==> config.mk <==
export PLATFORM = sky130hd
export DESIGN_NAME = ant_table_scheduler_flat
export DESIGN_NICKNAME = d
export VERILOG_FILES = /design/src/rtl/ant_table_scheduler_if.sv /design/src/rtl/ant_table_scheduler.sv /design/src/flat_wrapper.sv
export SDC_FILE = /design/constraint.sdc
export NUM_CORES = 1
export LEC_CHECK = 0
export ABC_AREA = 1
export CAP_MARGIN = 40
export CORE_MARGIN = 10
export CORE_UTILIZATION = 45
export DETAILED_ROUTE_END_ITERATION = 16
export PLACE_DENSITY_LB_ADDON = 0.05
export RECOVER_POWER = 100
export SYNTH_ARGS = -nofsm -noshare
export SYNTH_HDL_FRONTEND = slang
export SYNTH_SLANG_ARGS = --single-unit
==> constraint.sdc <==
create_clock -name i_clk -period 10.65 [get_ports i_clk]
set_input_delay 2.13 -clock i_clk [delete_from_list [all_inputs] [get_ports i_clk]]
set_output_delay 2.13 -clock i_clk [all_outputs]
set_load 0.05 [all_outputs]
==> src/rtl/ant_table_scheduler_if.sv <==
// ant_table_scheduler_if: groups the lookup and update request/response signals
// of the pheromone-table scheduler into one bundle.
// Ports: the lookup request bus (per-port req/dest/parent), the grant and response
// signals, the backward-ant update handshake, and the busy flag.
// Modports: master drives the requests (router side); slave is the scheduler.
interface ant_table_scheduler_if #(
  parameter int PORTS = 5,
  parameter int NODES = 16
);
  localparam int DW = $clog2(NODES);
  localparam int PW = $clog2(PORTS);

  logic [PORTS-1:0]    i_lk_req;
  logic [PORTS*DW-1:0] i_lk_dest;
  logic [PORTS*PW-1:0] i_lk_parent;
  logic [PORTS-1:0]    o_lk_gnt;
  logic                o_rsp_valid;
  logic [PW-1:0]       o_rsp_port;
  logic [PORTS-1:0]    o_rsp_next;
  logic                i_upd_valid;
  logic [DW-1:0]       i_upd_dest;
  logic [PW-1:0]       i_upd_parent;
  logic                o_upd_ready;
  logic                o_busy;

  modport master (
    output i_lk_req, i_lk_dest, i_lk_parent, i_upd_valid, i_upd_dest, i_upd_parent,
    input  o_lk_gnt, o_rsp_valid, o_rsp_port, o_rsp_next, o_upd_ready, o_busy
  );

  modport slave (
    input  i_lk_req, i_lk_dest, i_lk_parent, i_upd_valid, i_upd_dest, i_upd_parent,
    output o_lk_gnt, o_rsp_valid, o_rsp_port, o_rsp_next, o_upd_ready, o_busy
  );
endinterface

==> src/rtl/ant_table_scheduler.sv <==
// ant_table_scheduler: owns the per-router pheromone table; serializes next-hop
//   lookups, backward-ant reinforcement updates and (optionally) evaporation sweeps.
// Latency: lookup granted at T, response at T+2; one operation per 3 cycles.
// Backpressure: requests are level-held until granted; nothing is granted while busy.
// Ports: i_clk, i_reset_n (async active-low) plus bus (ant_table_scheduler_if.slave):
//   i_lk_req/i_lk_dest/i_lk_parent -> o_lk_gnt, o_rsp_valid/o_rsp_port/o_rsp_next;
//   i_upd_valid/i_upd_dest/i_upd_parent -> o_upd_ready; o_busy = FSM not idle.
// Build option: define ANT_EVAPORATION_EN to add the periodic evaporation sweep.
module ant_table_scheduler #(
  parameter int PORTS       = 5,
  parameter int NODES       = 16,
  parameter int PH_WIDTH    = 8,
  parameter int PH_MAX      = 255,
  parameter int PH_MIN      = 0,
  parameter int PH_INIT     = 8,
  parameter int UPD_STEP    = 4,
  parameter int EVAP_PERIOD = 1024
) (
  input logic                  i_clk,
  input logic                  i_reset_n,
  ant_table_scheduler_if.slave bus
);
  localparam int DW = $clog2(NODES);
  localparam int PW = $clog2(PORTS);

  localparam logic [2:0] S_IDLE   = 3'd0;
  localparam logic [2:0] S_RD     = 3'd1;
  localparam logic [2:0] S_LK_RSP = 3'd2;
  localparam logic [2:0] S_UPD_WB = 3'd3;
`ifdef ANT_EVAPORATION_EN
  localparam logic [2:0] S_EVAP   = 3'd4;
`endif

  logic [2:0]          state;
  logic [PH_WIDTH-1:0] tbl   [NODES][PORTS];
  logic [PH_WIDTH-1:0] row_q [PORTS];
  logic [PH_WIDTH-1:0] upd_row [PORTS];
  logic [DW-1:0]       op_dest;
  logic [PW-1:0]       op_parent;
  logic [PW-1:0]       op_port;
  logic                op_is_lk;
  logic                op_oor;
  logic                lk_first;
  logic [PW-1:0]       rr_ptr;

  logic                rr_any;
  logic [PW-1:0]       rr_sel;
  logic [DW-1:0]       sel_dest;
  logic [PW-1:0]       sel_parent;
  logic                evap_go;
  logic                take_lk;
  logic                take_upd;
  logic [PORTS-1:0]    lk_next;

  // Round-robin search starting one past the last granted port.
  always_comb begin
    int idx;
    rr_any = 1'b0;
    rr_sel = '0;
    for (int i = 1; i <= PORTS; i++) begin
      idx = (int'(rr_ptr) + i) % PORTS;
      if (!rr_any && bus.i_lk_req[idx]) begin
        rr_any = 1'b1;
        rr_sel = PW'(idx);
      end
    end
  end

  assign sel_dest   = bus.i_lk_dest[int'(rr_sel)*DW +: DW];
  assign sel_parent = bus.i_lk_parent[int'(rr_sel)*PW +: PW];

  // A pending evaporation blocks both classes; otherwise the fairness toggle
  // breaks the tie only when both classes are waiting.
  assign take_lk  = (state == S_IDLE) && !evap_go && rr_any &&
                    (!bus.i_upd_valid || lk_first);
  assign take_upd = (state == S_IDLE) && !evap_go && bus.i_upd_valid &&
                    (!rr_any || !lk_first);

  always_comb begin
    bus.o_lk_gnt = '0;
    if (take_lk) bus.o_lk_gnt[rr_sel] = 1'b1;
  end

  assign bus.o_upd_ready = take_upd;
  assign bus.o_busy      = (state != S_IDLE);

  // Next hop: strictly-greatest eligible neighbour, lowest index on ties;
  // starting "best" at zero makes an all-zero row fall back to port 0.
  always_comb begin
    logic [PH_WIDTH-1:0] best;
    int                  best_idx;
    best     = '0;
    best_idx = 0;
    for (int n = 1; n < PORTS; n++) begin
      if (n != int'(op_parent) && row_q[n] > best) begin
        best     = row_q[n];
        best_idx = n;
      end
    end
    lk_next           = '0;
    lk_next[best_idx] = 1'b1;
  end

  assign bus.o_rsp_valid = (state == S_LK_RSP);
  assign bus.o_rsp_port  = (state == S_LK_RSP) ? op_port : '0;
  assign bus.o_rsp_next  = (state == S_LK_RSP) ? lk_next : '0;

  // Reinforce the parent (extra bit catches overflow before clamping), decay
  // every other neighbour. An out-of-range parent matches nothing, so all decay.
  always_comb begin
    logic [PH_WIDTH:0] sum;
    sum = '0;
    for (int p = 0; p < PORTS; p++) upd_row[p] = row_q[p];
    for (int p = 1; p < PORTS; p++) begin
      if (p == int'(op_parent)) begin
        sum = {1'b0, row_q[p]} + (PH_WIDTH+1)'(UPD_STEP);
        upd_row[p] = (sum > (PH_WIDTH+1)'(PH_MAX)) ? PH_WIDTH'(PH_MAX) : sum[PH_WIDTH-1:0];
      end else if (row_q[p] > PH_WIDTH'(PH_MIN)) begin
        upd_row[p] = row_q[p] - 1'b1;
      end
    end
  end

`ifdef ANT_EVAPORATION_EN
  localparam int TW = (EVAP_PERIOD > 1) ? $clog2(EVAP_PERIOD) : 1;
  logic [TW-1:0] evap_timer;
  logic          evap_pend;
  logic          evap_wrap;
  logic [DW-1:0] evap_row;
  logic          evap_last;

  assign evap_wrap = (evap_timer == TW'(EVAP_PERIOD - 1));
  assign evap_last = (evap_row == DW'(NODES - 1));
  assign evap_go   = evap_pend;

  // A wrap while already pending is absorbed; a wrap on the final sweep cycle
  // re-arms the flag for the next sweep.
  always_ff @(posedge i_clk or negedge i_reset_n) begin
    if (!i_reset_n) begin
      evap_timer <= '0;
      evap_pend  <= 1'b0;
    end else begin
      evap_timer <= evap_wrap ? '0 : evap_timer + 1'b1;
      if (evap_wrap)
        evap_pend <= 1'b1;
      else if (state == S_EVAP && evap_last)
        evap_pend <= 1'b0;
    end
  end
`else
  assign evap_go = 1'b0;
`endif

  always_ff @(posedge i_clk or negedge i_reset_n) begin
    if (!i_reset_n) begin
      state     <= S_IDLE;
      op_dest   <= '0;
      op_parent <= '0;
      op_port   <= '0;
      op_is_lk  <= 1'b0;
      op_oor    <= 1'b0;
      lk_first  <= 1'b1;
      rr_ptr    <= '0;
`ifdef ANT_EVAPORATION_EN
      evap_row  <= '0;
`endif
      for (int p = 0; p < PORTS; p++) row_q[p] <= '0;
      for (int r = 0; r < NODES; r++)
        for (int p = 0; p < PORTS; p++)
          tbl[r][p] <= PH_WIDTH'(PH_INIT);
    end else begin
      case (state)
        S_IDLE: begin
`ifdef ANT_EVAPORATION_EN
          if (evap_pend) begin
            state    <= S_EVAP;
            evap_row <= '0;
          end else
`endif
          if (take_lk) begin
            state     <= S_RD;
            op_is_lk  <= 1'b1;
            op_port   <= rr_sel;
            op_dest   <= sel_dest;
            op_parent <= sel_parent;
            op_oor    <= (int'(sel_dest) >= NODES);
            rr_ptr    <= rr_sel;
            lk_first  <= 1'b0;
          end else if (take_upd) begin
            state     <= S_RD;
            op_is_lk  <= 1'b0;
            op_dest   <= bus.i_upd_dest;
            op_parent <= bus.i_upd_parent;
            op_oor    <= (int'(bus.i_upd_dest) >= NODES);
            lk_first  <= 1'b1;
          end
        end
        S_RD: begin
          // An out-of-range row reads as all zeros, so a lookup answers port 0.
          for (int p = 0; p < PORTS; p++)
            row_q[p] <= op_oor ? '0 : tbl[op_dest][p];
          state <= op_is_lk ? S_LK_RSP : S_UPD_WB;
        end
        S_LK_RSP: state <= S_IDLE;
        S_UPD_WB: begin
          if (!op_oor)
            for (int p = 0; p < PORTS; p++) tbl[op_dest][p] <= upd_row[p];
          state <= S_IDLE;
        end
`ifdef ANT_EVAPORATION_EN
        S_EVAP: begin
          for (int p = 0; p < PORTS; p++)
            if (tbl[evap_row][p] > PH_WIDTH'(PH_MIN))
              tbl[evap_row][p] <= tbl[evap_row][p] - 1'b1;
          if (evap_last) state <= S_IDLE;
          else           evap_row <= evap_row + 1'b1;
        end
`endif
        default: state <= S_IDLE;
      endcase
    end
  end
endmodule
==> src/flat_wrapper.sv <==
// flat-port wrapper written by rule: the top's interface ports become plain ports
module ant_table_scheduler_flat 
#(
  parameter int PORTS       = 5,
  parameter int NODES       = 16,
  parameter int PH_WIDTH    = 8,
  parameter int PH_MAX      = 255,
  parameter int PH_MIN      = 0,
  parameter int PH_INIT     = 8,
  parameter int UPD_STEP    = 4,
  parameter int EVAP_PERIOD = 1024
)
  (i_clk, i_reset_n, bus_i_lk_req, bus_i_lk_dest, bus_i_lk_parent, bus_i_upd_valid, bus_i_upd_dest, bus_i_upd_parent, bus_o_lk_gnt, bus_o_rsp_valid, bus_o_rsp_port, bus_o_rsp_next, bus_o_upd_ready, bus_o_busy);
  ant_table_scheduler_if #(.PORTS(PORTS), .NODES(NODES)) bus_i ();
  input logic i_clk;
  input logic i_reset_n;
  input wire logic [$bits(bus_i.i_lk_req)-1:0] bus_i_lk_req;
  input wire logic [$bits(bus_i.i_lk_dest)-1:0] bus_i_lk_dest;
  input wire logic [$bits(bus_i.i_lk_parent)-1:0] bus_i_lk_parent;
  input wire logic [$bits(bus_i.i_upd_valid)-1:0] bus_i_upd_valid;
  input wire logic [$bits(bus_i.i_upd_dest)-1:0] bus_i_upd_dest;
  input wire logic [$bits(bus_i.i_upd_parent)-1:0] bus_i_upd_parent;
  output wire logic [$bits(bus_i.o_lk_gnt)-1:0] bus_o_lk_gnt;
  output wire logic [$bits(bus_i.o_rsp_valid)-1:0] bus_o_rsp_valid;
  output wire logic [$bits(bus_i.o_rsp_port)-1:0] bus_o_rsp_port;
  output wire logic [$bits(bus_i.o_rsp_next)-1:0] bus_o_rsp_next;
  output wire logic [$bits(bus_i.o_upd_ready)-1:0] bus_o_upd_ready;
  output wire logic [$bits(bus_i.o_busy)-1:0] bus_o_busy;
  assign bus_i.i_lk_req = bus_i_lk_req;
  assign bus_i.i_lk_dest = bus_i_lk_dest;
  assign bus_i.i_lk_parent = bus_i_lk_parent;
  assign bus_i.i_upd_valid = bus_i_upd_valid;
  assign bus_i.i_upd_dest = bus_i_upd_dest;
  assign bus_i.i_upd_parent = bus_i_upd_parent;
  assign bus_o_lk_gnt = bus_i.o_lk_gnt;
  assign bus_o_rsp_valid = bus_i.o_rsp_valid;
  assign bus_o_rsp_port = bus_i.o_rsp_port;
  assign bus_o_rsp_next = bus_i.o_rsp_next;
  assign bus_o_upd_ready = bus_i.o_upd_ready;
  assign bus_o_busy = bus_i.o_busy;
  ant_table_scheduler #(.PORTS(PORTS), .NODES(NODES), .PH_WIDTH(PH_WIDTH), .PH_MAX(PH_MAX), .PH_MIN(PH_MIN), .PH_INIT(PH_INIT), .UPD_STEP(UPD_STEP), .EVAP_PERIOD(EVAP_PERIOD)) u_core (.i_clk(i_clk), .i_reset_n(i_reset_n), .bus(bus_i));
endmodule
# Yosys cells after proc, flatten, opt, wreduce, memory -nomap -nowiden
# Index checks and enable logic that the tools add are counted.
totals:
  reg_bits: 696
  latchBits: 0
  mem_bits_rw: 0
  mem_bits_ro: 0
  in_bits: 50
  output_inout_bits: 16
  wordCells: 266
  memories: 0
op_classes:
  n_addsub: 13
  mul: 1
  div: 5
  order_cmp: 22
  n_eq_ne: 12
  n_shift: 2
  n_mux: 87
  bitwise: 2
  reduce_logical: 30
op_table:
  columns: ["cell", "count"]
  rows:
  - ["bitwise mux 640 bit", 5]
  - ["demux 40 bit (select 4 bit)", 5]
  - ["two-way mux 8 bit", 21]
  - ["binary-select mux 40 bit (select 4 bit)", 1]
  - ["< comparator 32 x 5 -> 1 bit, second input constant", 5]
  - ["modulo 32 x 4 -> 32 bit, second input constant", 5]
  - ["two-way mux 40 bit", 3]
  - ["adder 8 x 3 -> 9 bit, second input constant", 4]
  - ["greater-than comparator 9 x 8 -> 1 bit, second input constant", 4]
  - ["two-way mux 3 bit", 11]
  - ["greater-than comparator 8 x 1 -> 1 bit, second input constant", 4]
  - ["two-way mux 32 bit", 1]
  - ["indexed part select 15 x 32 -> 3 bit", 1]
  - ["subtractor 8 x 1 -> 8 bit, second input constant", 4]
  - ["greater-than comparator 8 bit", 3]
  - ["two-way mux 1 bit", 24]
  - ["two-way mux 24 bit", 1]
  - ["indexed part select 20 x 6 -> 4 bit", 1]
  - ["two-way mux 16 bit", 1]
  - ["binary-select mux 1 bit (select 3 bit)", 5]
  - ["logical AND 1 bit", 15]
  - ["two-way mux 5 bit", 2]
  - ["equality test 3 bit, first input constant", 3]
  - ["inequality test 3 bit, first input constant", 3]
  - ["25 further kinds", 42]

# Depth between registers and ports, before layout
logic_depth:
  word_depth: 24
  ltp_mapped: 37
  ltp_nobuf: 34

# Worst setup path after synthesis
# No wires, ideal clock.
synth_path:
  path_kind: "register to output"
  from: "register u_core.row_q[26] (netlist name)"
  to: "output bus_o_rsp_next[2]"
  arrival_time_ps: 5517
  t_required_ps: 8520
  path_slack_ps: 3003
  path_stages_with_launch: 35
  path_buffers: 3
  cell_sequence: "dfrtp_1 -> inv_1 -> ha_1 -> nand2_1 -> nor3_1 -> and2_1 -> inv_1 -> nand2_1 -> inv_1 -> clkbuf_1 -> nand2_1 -> ha_1 -> a21oi_1 -> o21a_1 -> o221ai_1 -> nand2_1 -> clkbuf_1 -> nand2_1 -> o21ai_0 -> ha_1 -> a21oi_1 -> nor2_1 -> a211oi_1 -> o221ai_1 -> nand2_1 -> clkbuf_1 -> o21ai_0 -> ha_1 -> a21oi_1 -> o21ai_0 -> nand2_1 -> o211ai_1 -> a31oi_1 -> o21ai_0 -> nor2_1"
synth_via:
  elab_chain_len: 17
  word_cells_on_any_way: 21
  cone_classes: "order compare: 6; mux: 10; reduce/logical: 5"
synth_rtl:
  columns: ["item", "line_no", "text"]
  rows:
  - ["start, declared", "ant_table_scheduler.sv:36", "logic [PH_WIDTH-1:0] row_q [PORTS];"]
  - ["start signal, assigned by index", "ant_table_scheduler.sv:201", "row_q[p] <= op_oor ? '0 : tbl[op_dest][p];"]
  - ["greater-than comparator 8 x 1 -> 1 bit", "ant_table_scheduler.sv:95", "if (n != int'(op_parent) && row_q[n] > best) begin"]
  - ["logical AND 1 bit", "ant_table_scheduler.sv:95", null]
  - ["two-way mux 8 bit", "ant_table_scheduler.sv:95", null]
  - ["greater-than comparator 8 bit", "ant_table_scheduler.sv:95", null]
  - ["logical AND 1 bit", "ant_table_scheduler.sv:95", null]
  - ["two-way mux 8 bit", "ant_table_scheduler.sv:95", null]
  - ["greater-than comparator 8 bit", "ant_table_scheduler.sv:95", null]
  - ["logical AND 1 bit", "ant_table_scheduler.sv:95", null]
  - ["two-way mux 8 bit", "ant_table_scheduler.sv:95", null]
  - ["greater-than comparator 8 bit", "ant_table_scheduler.sv:95", null]
  - ["logical AND 1 bit", "ant_table_scheduler.sv:95", null]
  - ["two-way mux 3 bit (*)", "ant_table_scheduler.sv:95", null]
  - ["< comparator 3 x 4 -> 1 bit (implied by the code) / greater-or-equal comparator 3 x 1 -> 1 bit (equally long branches)", "ant_table_scheduler.sv:101", "lk_next[best_idx] = 1'b1;"]
  - ["logical AND 1 bit (implied by the code)", "ant_table_scheduler.sv:101", null]
  - ["two-way mux 1 bit (implied by the code)", "ant_table_scheduler.sv:101", null]
  - ["demux 1 bit (select 3 bit) (*)", null, null]
  - ["two-way mux 5 bit (*)", "ant_table_scheduler.sv:106", "assign bus.o_rsp_next = (state == S_LK_RSP) ? lk_next : '0;"]
  - ["end, declared", "flat_wrapper.sv:26", "output wire logic [$bits(bus_i.o_rsp_next)-1:0] bus_o_rsp_next;"]
# Mark *: on every way between the ends. The rest lies on a longest branch, timed or not.

# Worst setup path in the final report
layout_path:
  from: "register u_core.row_q[26] (netlist name)"
  to: "output bus_o_rsp_next[1]"
# The elaborated chain is that of the path after synthesis.

==> flow_summary.yaml <==
run_status:
  status: "finished with violations"
  violations: "max-capacitance violations, max-slew violations"
synth:
  ys_warn_count: 0
  synth.area.top_cells: "dfrtp_1, nand2_1, o21ai_0"
  yosysSeqAreaShare_pct: 49.4
  synth_cells: 3488
  yosysMostFrequentCell: "nand2_1"
  yosysTopAreaCellShare_pct: 43.4
  yosysTopAreaCell: "dfrtp_1"
  synthesis.area_mm2: 0.0284
  synth_edf_count: 0
  synth.distinct_cells: 52
  synth-seq-cells: 558
  ys_async_sr_fraction_pct: 100
  synthFlopType: "dfrtp_1"
  synth_nets: 3610
  synth_area_per_cell_um2: 8.15
  synthTopCellsByCount: "nand2_1, o21ai_0, dfrtp_1"
power_and_ir_drop:
  p_clk_share_pct: 18.8
  p_per_area_mw_per_mm2: 367
  p_sw_uw: 5590
  peakVddDrop_uv: 204
  switching_share_pct: 48.1
  seqPwrFrac_pct: 29.8
  p_leak_uw: 0.0142
  power.internal_uw: 6040
  pwr-share-comb_pct: 51.4
setup_path:
  crit_arrival_ps: 7810
  crit_required_ps: 8520
  r2r-end: "u_core.tbl[429]$_DFFE_PN0P_"
  crit_path_start_kind: "register"
  cp-startpoint: "u_core.row_q[26]$_DFFE_PN0P_"
  r2r_cells: 11
  slowest_stage: "clkdlybuf4s50_1"
  cp_top_family: "simple AND/OR/NAND/NOR gates"
  path_max_fanout: 13
  reg2reg_from: "u_core.op_dest[0]$_DFFE_PN0P_"
  cp_common_cell: "nand2_1"
  reg2reg_slack_ps: 2030
  crit_path_end_kind: "output port"
  setup.worst_path.class: "reg2out"
  path_buf_inv: 7
  cp_slowest_stage_delay_ps: 860
routing:
  drc: 0
  ant_nets: 0
  routed-via-count: 24492
  met1Wirelength_um: 42400
  met2_length_um: 44700
  route.met3.wl_um: 4500
  viasPerCell: 5.61
  top_layer: "met4"
  drt_first_iter_violations: 2111
  firstDrtPassIters: 6
  finalWirelength_um: 94700
  wl_per_cell_um: 21.7
placement:
  place_hpwl_um: 58000
  globalplace.congestion: 0.911
  numPlacedInstances: 4252
  numPortBuffers: 65
cells_and_area:
  nNetsFinal: 3591
  instances_no_fill: 4369
  syn_to_final_growth_pct: 11.7
  drive_gt1_share_pct: 6.45
worst_hold_path:
  min_from: "u_core.op_is_lk$_DFFE_PN0P_"
  holdPathStages: 1
  whs_endpoint: "u_core.state[0]$_DFFE_PN0P_"
  hold_class: "reg2reg"
clock_network:
  clock_latency_ps: 650
  clockBufferDepth: 3
  cts_tree: "done"
  ctsHoldBuffers: 0
  cts_resized: 0
  cts-root-buf: "clkbuf_16"
  clock-sinks: 558
  clkTransAtPathRegs_ps: 60
  cts_buffers: 61
  post_cts_buffers: 0
  h-tree-depth: 2
floorplanning:
  die_h_um: 271
  start_util_pct: 45.2
  ioPinCount: 66
  core_area_mm2: 0.0629
  die-area_mm2: 0.0736
  die_w_um: 271
  fp-row-count: 92
sta:
  timing.final.crit_share_pct: 93.3
  setup_tns_ps: 0
  min_period_ps: 9940
  finalHoldViolCount: 0
  skew_ps: 33.6
  tightest_slew_ps: 4850
  maxSlewHeadroom_pct: -223
  max_clock_freq_mhz: 101
  setup_viol: 0
  drv_slew: 1350
  grt_setup_unrepaired: "no"
global_route:
  antenna_found_initial: 1
  grt_max_degree: 151
  grt_pass1_wl_um: 146000
  grt.total_usage_pct: 25.3
  grt_pass1_vias: 23816
  overflow: 0
run:
  cap_viol_max_count: 30
==> metrics by stage <==
| stage | setup slack (ps) | power (uW) | hold WS, ps | area, um2 | util, % |
|---|---|---|---|---|---|
| 5_1_grt | 13.6 | 12600 | 499 | 31700 | 50.5 |
| 2_1_floorplan | 3000 | 7580 | 442 | 28400 | - |
| 4_1_cts | 812 | 11800 | 470 | 32100 | 51.1 |
| 6_report | 709 | 11600 | 475 | 31700 | 50.5 |
| 3_5_place_dp | 1510 | 9560 | 459 | 30000 | 47.8 |
| 3_3_place_gp | 1540 | 9370 | 456 | 29800 | 47.4 |
==> cells by family after synthesis <==
kind of cell	Yosys count	synth area share [%]
XOR/XNOR	34	1.05
adder cells (fa/ha/maj)	72	3.17
flip-flops	558	49.4
multiplexers	10	0.352
AO/OA/AOI/OAI	989	20.3
buffers and inverters	670	8.90
AND/OR/NAND/NOR	1155	16.8
==> power by group through the flow <==
stage / Sequential [uW] / Clock, uW / Combinational [uW]
floorplan: 3320 / 0 / 4260
detailed placement: 3490 / 0 / 6060
global placement: 3460 / 0 / 5910
finish: 3470 / 2180 / 5980
global route: 3560 / 2320 / 6690
CTS: 3460 / 2230 / 6090
==> area by class of cell <==
type                            count  area [um2]
Inverter                          451        1690
Tap cell                          846        1060
Clock buffer                       92        1770
Fill cell                        6121       31100
Clock inverter                     24         304
Timing Repair Buffer              137        1040
Multi-Input combinational cell   2260       11800
Sequential cell                   558       14000
Antenna cell                        1        2.50
==> worst reg2reg max path: stages, from the launching register on <==
cell      delay [ps]
dfrtp_1          430
inv_1            110
nor2_4            80
clkbuf_1        2130
clkinv_1         460
clkbuf_1        1490
nor2_1           440
nand2_1          350
clkbuf_1         450
clkinv_1         120
clkbuf_1        1940
o21ai_0          380
==> how the worst max path moves through the flow <==
stage,endpoint,cells past startpoint,slack [ps]
after floorplan,bus_o_rsp_next[2],34,3000
after global placement,bus_o_rsp_next[3],33,1540
after detailed placement,bus_o_rsp_next[3],33,1510
after CTS,bus_o_rsp_next[3],33,810
after global routing,bus_o_rsp_next[3],33,10
final,bus_o_rsp_next[1],33,710
==> layout by cell type, fill, tap and decap left out, drive strengths merged, types with 5 or more instances in the layout <==
| cell | n |
|---|---|
| nand2 | 836 |
| o21ai | 511 |
| dfrtp | 493 |
| inv | 439 |
| clkbuf | 140 |
| a21oi | 134 |
| nand3 | 131 |
| nor2 | 130 |
| a22oi | 129 |
| o22ai | 101 |
| ha | 72 |
| dfstp | 65 |
| clkdlybuf4s50 | 51 |
| o21a | 35 |
| xor2 | 29 |
| o221ai | 28 |
| clkinv | 28 |
| buf | 24 |
| nand4 | 22 |
| nor3 | 19 |
| dlygate4sd3 | 13 |
| o211ai | 12 |
| mux2i | 10 |
| o41ai | 9 |
| a41oi | 8 |
| nand3b | 8 |
| a211oi | 6 |
| xnor2 | 5 |
| a31oi | 5 |
| bufinv | 5 |
| or2 | 5 |
==> routing by layer <==
metal	global-route usage [%]	vias to the layer above
met5	0	-
met2	41.7	696
met3	2.61	167
met1	34.7	12133
met4	7.87	0
li1	-	11496
==> state kept, by name (all words and copies together), names as in the netlist <==
| signal | flops |
|---|---|
| u_core.state | 2 |
| u_core.lk_first | 1 |
| u_core.op_port | 3 |
| u_core.op_dest | 4 |
| u_core.tbl | 512 |
| u_core.row_q | 32 |
| u_core.op_parent | 3 |
| u_core.op_is_lk | 1 |
Note: power is estimated with default switching activity, not from simulation.
